<file path="src/rtl/mux4_rr_arbiter.sv">
`default_nettype none
// ============================================================================
// Module   : mux4_rr_arbiter
// Purpose  : Round-robin arbiter and sequencer that shares one 4:1 WIDTH-bit
//            data mux among four requesters. Each granted requester gets one
//            registered beat on a valid/ready port, followed by a one-cycle
//            ack pulse. An optional stall timeout drops a beat that the
//            consumer never accepts.
// Ports    : clk          - rising-edge clock
//            rst          - synchronous reset, active-high
//            req[3:0]     - per-requester request, held until ack
//            in0..in3     - requester data
//            out_ready    - consumer ready
//            out_valid    - out_data holds a beat
//            out_data     - registered mux output
//            sel[1:0]     - current / last granted requester (mux control)
//            ack[3:0]     - one-hot pulse to the requester whose beat was taken
//            timeout_err  - one-cycle pulse when a beat is dropped
// Revision : 1.0 - initial release
// ============================================================================
module mux4_rr_arbiter #(
  parameter int WIDTH   = 4,
  parameter int TIMEOUT = 0
) (
  input  logic             clk,
  input  logic             rst,
  input  logic [3:0]       req,
  input  logic [WIDTH-1:0] in0,
  input  logic [WIDTH-1:0] in1,
  input  logic [WIDTH-1:0] in2,
  input  logic [WIDTH-1:0] in3,
  input  logic             out_ready,
  output logic             out_valid,
  output logic [WIDTH-1:0] out_data,
  output logic [1:0]       sel,
  output logic [3:0]       ack,
  output logic             timeout_err
);

  typedef enum logic [0:0] {
    ST_IDLE = 1'b0,
    ST_SEND = 1'b1
  } state_t;

  // The beat is dropped at the edge that closes the TIMEOUT-th stalled cycle;
  // the counter starts at 0 on the grant, so it reads TIMEOUT-1 at that edge.
  localparam bit         TO_EN   = (TIMEOUT > 0);
  localparam logic [7:0] TO_LAST = (TIMEOUT > 0) ? 8'(TIMEOUT - 1) : 8'd0;

  state_t           state, state_nxt;
  logic [1:0]       ptr, ptr_nxt;
  logic [1:0]       sel_nxt;
  logic [WIDTH-1:0] data_nxt;
  logic             valid_nxt;
  logic [3:0]       ack_nxt;
  logic             err_nxt;
  logic [7:0]       cnt, cnt_nxt;

  logic [3:0]       eff_req;
  logic [3:0]       rot;
  logic [1:0]       off;
  logic [1:0]       grant;
  logic [WIDTH-1:0] grant_data;

  // The requester being acked this cycle still has req high; masking it
  // keeps it from being regranted before it has a chance to drop req.
  assign eff_req = req & ~ack;

  // Rotate so that bit 0 is the requester at ptr, then pick the first set bit.
  always_comb begin
    case (ptr)
      2'd0:    rot = eff_req;
      2'd1:    rot = {eff_req[0],   eff_req[3:1]};
      2'd2:    rot = {eff_req[1:0], eff_req[3:2]};
      default: rot = {eff_req[2:0], eff_req[3]};
    endcase
  end

  always_comb begin
    off = 2'd0;
    if (rot[0])      off = 2'd0;
    else if (rot[1]) off = 2'd1;
    else if (rot[2]) off = 2'd2;
    else if (rot[3]) off = 2'd3;
  end

  assign grant = ptr + off;   // 2-bit wrap gives the mod-4 index

  always_comb begin
    case (grant)
      2'd0:    grant_data = in0;
      2'd1:    grant_data = in1;
      2'd2:    grant_data = in2;
      default: grant_data = in3;
    endcase
  end

  always_comb begin
    state_nxt = state;
    ptr_nxt   = ptr;
    sel_nxt   = sel;
    data_nxt  = out_data;
    valid_nxt = out_valid;
    cnt_nxt   = cnt;
    ack_nxt   = 4'b0000;
    err_nxt   = 1'b0;
    case (state)
      ST_IDLE: begin
        if (|eff_req) begin
          sel_nxt   = grant;
          data_nxt  = grant_data;
          valid_nxt = 1'b1;
          cnt_nxt   = 8'd0;
          state_nxt = ST_SEND;
        end
      end
      ST_SEND: begin
        // Handshake is tested first so it wins over a coincident timeout.
        if (out_ready) begin
          valid_nxt = 1'b0;
          ack_nxt   = 4'b0001 << sel;
          ptr_nxt   = sel + 2'd1;
          state_nxt = ST_IDLE;
        end else if (TO_EN) begin
          if (cnt == TO_LAST) begin
            valid_nxt = 1'b0;
            err_nxt   = 1'b1;
            ptr_nxt   = sel + 2'd1;
            state_nxt = ST_IDLE;
          end else begin
            cnt_nxt = cnt + 8'd1;
          end
        end
      end
      default: state_nxt = ST_IDLE;
    endcase
  end

  always_ff @(posedge clk) begin
    if (rst) begin
      state       <= ST_IDLE;
      ptr         <= 2'd0;
      sel         <= 2'd0;
      out_valid   <= 1'b0;
      out_data    <= '0;
      ack         <= 4'b0000;
      timeout_err <= 1'b0;
      cnt         <= 8'd0;
    end else begin
      state       <= state_nxt;
      ptr         <= ptr_nxt;
      sel         <= sel_nxt;
      out_valid   <= valid_nxt;
      out_data    <= data_nxt;
      ack         <= ack_nxt;
      timeout_err <= err_nxt;
      cnt         <= cnt_nxt;
    end
  end

endmodule
`default_nettype wire

</file>
<file path="config.mk">
export PLATFORM = sky130hd
export DESIGN_NAME = mux4_rr_arbiter
export DESIGN_NICKNAME = d
export VERILOG_FILES = /design/src/rtl/mux4_rr_arbiter.sv
export SDC_FILE = /design/constraint.sdc
export NUM_CORES = 1
export LEC_CHECK = 0
export ABC_CLOCK_PERIOD_IN_PS = 2900
export CORE_UTILIZATION = 44
export CTS_CLUSTER_SIZE = 28
export DETAILED_ROUTE_END_ITERATION = 16
export GPL_TIMING_DRIVEN = 1
export PLACE_DENSITY = 0.9
export REMOVE_ABC_BUFFERS = 1
export SETUP_SLACK_MARGIN = 0.02
export SYNTH_ARGS = -nofsm -noshare
export SYNTH_HDL_FRONTEND = slang
export SYNTH_SLANG_ARGS = --single-unit
export TNS_END_PERCENT = 100
</file>
<file path="constraint.sdc">
create_clock -name clk -period 2.9 [get_ports clk]
set_input_delay 0.29 -clock clk [delete_from_list [all_inputs] [get_ports clk]]
set_output_delay 0.29 -clock clk [all_outputs]
set_load 0.005 [all_outputs]
</file>
==> reports/qor.yml, run 1 <==
place:
  gp_congestion: 0.775
  post-place-ws_ns: -0.0646
  io_buffers: 33
  dp_hpwl_mm: 1.78
  dp_cells: 159
drt:
  first_pass_iters: 4
  routedWlPerCell_um: 14.0
  num_vias: 953
  totalWireLength_mm: 2.27
  drt_iter0_drc: 24
  via_per_inst: 5.88
  ant_nets: 0
  drc: 0
finish:
  multi_input_area_um2: 626
  n_fill_cell: 161
  nets: 161
  drive_gt1_share_pct: 17.8
  final_core_util_pct: 65.8
  instances_no_fill: 162
  area_delta_synth_final_pct: 37.5
  seq_area_um2: 280
  insertedDiodeCount: 0
logic_synthesis:
  postSynth.asyncResetShare_pct: 0
  ys_seq_elements: 14
  synth_simple_gate_area_share_pct: 23.4
  synth_flop_cell: "dfxtp_1"
  synth_edf_count: 0
  synth_area_per_cell_um2: 9.48
  ys_seq_area_share_pct: 29.0
  synth_top_family_by_area: "compound AO/OA/AOI/OAI gates"
  synth_top_area_share_pct: 29.0
  yosys_warnings: 0
  synth_adder_area_share_pct: 1.29
  synthTopCellsByArea: "dfxtp_1, a221oi_2, mux4_2"
  syn_area_um2: 967
  synth-compound-area-share_pct: 32.1
  yosysUniqueCellTypes: 41
  synthCells: 102
  synth-xor-area-share_pct: 1.81
  synthTopCellsByCount: "dfxtp_1, nor2_1, a21oi_1, nand2_1, nand2b_1"
  muxShareOfSynthArea_pct: 5.69
  yosysTopAreaCell: "dfxtp_1"
  yosysMostFrequentCell: "dfxtp_1"
critical_path:
  crit_chain: "clkdlybuf4s50_1, nand2b_1, a2111oi_0, a21oi_1, o21ai_0, ha_1, xnor2_1, or3_1, and2_4, o221ai_2, a221oi_2"
  max_stage_delay_ns: 0.49
  crit_path_start: "req[1]"
  worst_setup_path_start_kind: "primary input"
  worstReg2RegStart: "ack[1]$_SDFF_PP0_"
  end_kind: "register"
  cpMaxStageDelayCell: "clkdlybuf4s50_1"
  crit_fanout: 7
  worstPathArrival_ns: 2.85
  cp.required_ns: 3.04
  crit_type: "in -> reg"
pwr:
  p_comb_share_pct: 41.9
  power.leakage_nw: 0.464
  netSwitchingFraction_pct: 33.1
  internal_power_w: 0.000391
  pwr_density_cell_nw_per_um2: 440
  power_w: 0.000585
  vdd_drop_max_mv: 0.284
  p_clk_share_pct: 18.5
  p_sw_w: 0.000194
  p_seq_share_pct: 39.6
timing:
  fin_skew_ns: 0.00805
  rsz0062_at_grt: "no"
  worstMarginPinSlew_ns: 0.582
  setup_tns_ns: 0
  max_freq_mhz: 369
  setup_viol: 0
  hold_violations: 0
  setup_slack_ns: 0.192
  fin_crit_sh_pct: 93.4
  fin_crit_ns: 2.71
  slew_headroom_pct: 61.1
  final-max-slew-violation-count: 0
clock_tree:
  cts_max_path_buffers: 2
  root_buffer: "clkbuf_4"
  numCtsBuffers: 3
  cts_tree: "yes"
  cts.reportedPaths.clkPinSlew_ns: 0.08
  h-tree-depth: 1
  post_cts_buffers: 0
  post_cts_resized: 0
  cts.sinks: 14
  cts_hold_buf: 0
  clk_latency_ns: 0.28
hold_path:
  min_path_type: "reg -> reg"
  hp-start: "out_data[3]$_SDFFE_PP0P_"
global_routing:
  grt_pass1_wl_mm: 3.93
  antenna_found_initial: 0
  grt_usage_pct: 20.7
  grt_pass1_vias: 913
  gr-total-overflow: 0
  grt_max_degree: 15
floorplanning:
  die_h_um: 48.9
  coreArea_um2: 2020
  io_pins: 35
  fp.dieW_um: 48.9
  die_area_um2: 2390
  initial_core_util_pct: 47.8
  row_count: 16
run_status:
  status: "finished, final reports clean"
flow_run:
  drv_cap: 0
## cells by family (layout without fill, tap and decap cells)
logic type               after synthesis  after routing
buffers and inverters                  9             42
flip-flops                            14             14
AO/OA/AOI/OAI                         35             35
AND/OR/NAND/NOR                       37             37
multiplexers                           3              3
other                                  1              1
XOR/XNOR                               2              2
adder cells (fa/ha/maj)                1              1
## power groups by stage
stage,combinational (W),sequential [W],clock [W]
floorplan,0.000145,0.000234,0
global placement,0.000236,0.000235,0
finish,0.000245,0.000232,0.000108
detailed placement,0.000243,0.000236,0
CTS,0.000244,0.000231,0.000113
global route,0.000265,0.000236,0.000124
## metrics by stage
stage / area, um^2 / hold WS [ns]
after floorplan: 913 / 0.356
after global placement: 1310 / 0.481
after detailed placement: 1310 / 0.479
after CTS: 1330 / 0.491
after global routing: 1330 / 0.521
final: 1330 / 0.486
## layer usage
layer	GRT usage (%)	wire [um]
met2	35.4	1160
met3	6.54	101
met4	7.84	21
met1	24.0	990
met5	0	0
## flip-flops by register name, indices dropped and copies added (netlist names)
name / flops
ack: 4
out_data: 4
out_valid: 1
ptr: 2
sel: 2
state: 1
## cell usage in the layout (no fill, tap or decap), drive strengths merged
| cell type | netlist | layout |
|---|---|---|
| o22ai | 3 | 3 |
| or2 | 1 | 1 |
| nand3 | 2 | 2 |
| and2 | 1 | 1 |
| nor4 | 1 | 1 |
| dfxtp | 14 | 14 |
| o31a | 3 | 3 |
| or3 | 1 | 1 |
| inv | 2 | 2 |
| nor4bb | 1 | 1 |
| xor2 | 1 | 1 |
| nor4b | 2 | 2 |
| nor2 | 8 | 8 |
| a221oi | 3 | 3 |
| nor3 | 3 | 3 |
| a311oi | 2 | 2 |
| nand2 | 7 | 7 |
| a21oi | 8 | 8 |
| a2111oi | 1 | 1 |
| mux4 | 2 | 2 |
| ha | 1 | 1 |
| clkbuf | 1 | 3 |
| mux2i | 1 | 1 |
| clkdlybuf4s50 | 0 | 33 |
| o21ai | 2 | 2 |
| o2111ai | 4 | 4 |
| nor2b | 4 | 4 |
| o221ai | 3 | 3 |
| buf | 6 | 4 |
| conb | 1 | 1 |
| xnor2 | 1 | 1 |
| a31oi | 1 | 1 |
| nand2b | 6 | 6 |
| a211oi | 5 | 5 |
## final cells by class
class | instances | area share (%)
clock buffer | 3 | 1.69
inverter | 2 | 0.564
timing repair buffer | 37 | 27.1
multi-input combinational | 79 | 47.0
sequential | 14 | 21.1
tap | 27 | 2.54
## path summary, 6_finish.rpt
check | slack [ns] | cells past startpoint | endpoint
setup / recovery | 0.19 | 11 | out_data[2]$_SDFFE_PP0P_
hold / removal | 0.49 | 2 | out_data[3]$_SDFFE_PP0P_
setup reg to reg | 0.30 | 10 | out_data[2]$_SDFFE_PP0P_
hold reg to reg | 0.49 | 2 | out_data[3]$_SDFFE_PP0P_
## critical path, delay by kind of cell
family,cells,cell delay [ns]
simple gates,3,0.87
compound gates,5,0.87
buf+inv,1,0.49
fa+ha+maj,1,0.19
xor+xnor,1,0.14
Note: power is estimated with default switching activity, not from simulation.
==> run 2, diff against run 1 <==
--- a/config.mk
+++ b/config.mk
@@ -5,14 +5,15 @@
 export SDC_FILE = /design/constraint.sdc
 export NUM_CORES = 1
 export LEC_CHECK = 0
-export ABC_CLOCK_PERIOD_IN_PS = 2900
+export ABC_CLOCK_PERIOD_IN_PS = 2790
 export CORE_UTILIZATION = 44
-export CTS_CLUSTER_SIZE = 28
+export CTS_CLUSTER_SIZE = 10
 export DETAILED_ROUTE_END_ITERATION = 16
 export GPL_TIMING_DRIVEN = 1
 export PLACE_DENSITY = 0.9
 export REMOVE_ABC_BUFFERS = 1
 export SETUP_SLACK_MARGIN = 0.02
+export SKIP_CTS_REPAIR_TIMING = 1
 export SYNTH_ARGS = -nofsm -noshare
 export SYNTH_HDL_FRONTEND = slang
 export SYNTH_SLANG_ARGS = --single-unit
==> constraint.sdc (replaced) <==
create_clock -name clk -period 2.79 [get_ports clk]
set_input_delay 0.279 -clock clk [delete_from_list [all_inputs] [get_ports clk]]
set_output_delay 0.279 -clock clk [all_outputs]
set_load 0.005 [all_outputs]
==> run 2 against run 1 <==
- clock power increased by 44%
- worst hold slack improved by 0.010 ns
- sequential share of layout area decreased by 1.1 points
- sequential power increased by 4%
- critical endpoint unchanged
- highest routed layer unchanged
==> reports/qor.yml, run 2 (synthesized netlist as in run 1, its figures left out) <==
timing:
  rsz0062_at_grt: "no"
  slew_headroom_pct: 60.0  # -1.1 points
  fin_skew_ns: 0.0129  # +0.00486 ns
  setup_slack_ns: 0.239  # +0.0476 ns
  fin_crit_sh_pct: 91.4
  max_freq_mhz: 392
  setup_viol: 0  # unchanged
  worstMarginPinSlew_ns: 0.599  # +0.0167 ns
  hold_violations: 0  # unchanged
  setup_tns_ns: 0  # unchanged
  final-max-slew-violation-count: 0  # unchanged
  fin_crit_ns: 2.55
drt:
  routedWlPerCell_um: 14.3  # +1.8%
  via_per_inst: 5.70  # -3.1%
  totalWireLength_mm: 2.44  # +7.4%
  num_vias: 975  # +2.3%
  first_pass_iters: 4  # unchanged
  drc: 0  # unchanged
  ant_nets: 0  # unchanged
  drt_iter0_drc: 20  # -17%
finish:
  drive_gt1_share_pct: 22.9  # +5.1 points
  insertedDiodeCount: 0  # unchanged
  n_fill_cell: 157  # -2.5%
  final_cell_mix: "clkdlybuf4s50_1, dfxtp_1, buf_4"
  final_core_util_pct: 69.5  # +3.7 points
  top_regs: "ack x4, out_data x4"
  instances_no_fill: 171  # +5.6%
  mostFrequentLayoutCell: "clkdlybuf4s50_1"
  nets: 169  # +5.0%
  area_delta_synth_final_pct: 45.3
pwr:
  power.leakage_nw: 0.509  # +9.7%
  power_w: 0.000665  # +14%
  pwr_density_cell_nw_per_um2: 474  # +7.7%
  vdd_drop_max_mv: 0.325  # +14%
clock_tree:
  h-tree-depth: 1  # unchanged
  cts_max_path_buffers: 2  # unchanged
  clk_latency_ns: 0.30  # +0.02 ns
  cts_tree: "yes"
  cts.sinks: 14  # unchanged
  numCtsBuffers: 3  # unchanged
  cts.reportedPaths.clkPinSlew_ns: 0.10  # +0.02 ns
  root_buffer: "clkbuf_4"
critical_path:
  crit_fanout: 6  # -1
  worstReg2RegStart: "ack[1]$_SDFF_PP0_"
  worstPathArrival_ns: 2.72  # -0.13 ns
  reg2regPathDepth: 10  # unchanged
  reg2reg_to: "out_data[2]$_SDFFE_PP0P_"
  cp.required_ns: 2.96  # -0.08 ns
  end_kind: "register"
  ff2ff_setup_slack_ns: 0.31  # about the same
  worst_setup_path_start_kind: "primary input"
  crit_type: "in -> reg"
floorplanning:
  row_count: 16  # unchanged
  initial_core_util_pct: 47.8  # unchanged
  fp.dieW_um: 48.9  # unchanged
  io_pins: 35  # unchanged
  die_area_um2: 2390  # unchanged
  die_h_um: 48.9  # unchanged
  coreArea_um2: 2020  # unchanged
hold_path:
  min_path_cells: 2  # unchanged
  worstHoldEndpoint: "out_data[0]$_SDFFE_PP0P_"
  min_path_type: "reg -> reg"
  hp-start: "out_data[0]$_SDFFE_PP0P_"
place:
  io_buffers: 33  # unchanged
  gp_congestion: 0.775  # about the same
  dp_cells: 167  # +5.0%
  dp_hpwl_mm: 1.93  # +8.7%
  post-place-ws_ns: -0.0873  # -0.0227 ns
global_routing:
  gr-total-overflow: 0  # unchanged
  antenna_found_initial: 0  # unchanged
  grt_usage_pct: 22.0  # +1.3 points
  grt_max_degree: 15  # unchanged
  grt_pass1_vias: 929  # +1.8%
  grt_pass1_wl_mm: 4.11  # +4.6%
run_status:
  status: "finished, final reports clean"
flow_run:
  drv_cap: 0  # unchanged
## run 2: cell types whose count changed in the layout (fill, tap and decap cells not counted)
cell / delta
buf_4: +8
a2111oi_1: +1
a2111oi_0: -1
clkbuf_8: +1
## run 2: where the power goes
part	switching [W]	total, W	internal (W)
sequential	0.0000215	0.000241	0.000219
clock	0.0000761	0.000156	0.0000796
combinational	0.000121	0.000269	0.000148
## run 2: layout make-up
class / instances / area [um^2] / share of cell area (%)
inverters: 2 / 7.51 / 0.534
well taps: 27 / 33.8 / 2.40
flip-flops and latches: 14 / 280 / 19.9
repair buffers: 45 / 420 / 29.9
clock buffers: 4 / 36.3 / 2.58
multi-input cells: 79 / 627 / 44.6
## run 2: critical path, stage by stage
cell	delay, ns
clkdlybuf4s50_1	0.49
nand2b_1	0.17
a2111oi_1	0.41
a21oi_1	0.06
o21ai_0	0.09
ha_1	0.18
xnor2_1	0.10
or3_1	0.43
and2_4	0.23
o221ai_2	0.18
a221oi_2	0.09
## run 2: worst max-delay path by stage
stage,from,end,slack [ns],depth (start not counted)
2_1_floorplan,ack[1]$_SDFF_PP0_,out_data[2]$_SDFFE_PP0P_,0.41,10
3_3_place_gp,req[1],out_data[1]$_SDFFE_PP0P_,0.03,11
3_5_place_dp,req[1],out_data[1]$_SDFFE_PP0P_,-0.09,11
4_1_cts,req[1],out_data[1]$_SDFFE_PP0P_,0.22,11
5_1_grt,req[1],out_data[1]$_SDFFE_PP0P_,0.03,11
6_report,req[1],out_data[2]$_SDFFE_PP0P_,0.24,11
## run 2: per-stage QoR
step / instance area, um^2 / hold WS (ns)
after global routing: 1410 / 0.515
after global placement: 1370 / 0.476
final: 1410 / 0.496
after detailed placement: 1370 / 0.483
after CTS: 1400 / 0.497
after floorplan: 913 / 0.345
## run 2: per-layer routing
layer,wire length [um],global-route usage [%],part of all wire [%],up-vias
met5,0,0,0,-
met4,36,9.31,1.5,0
met3,97,3.12,4.0,5
met2,1200,38.4,49,32
met1,1100,26.8,45,458
li1,-,-,-,480
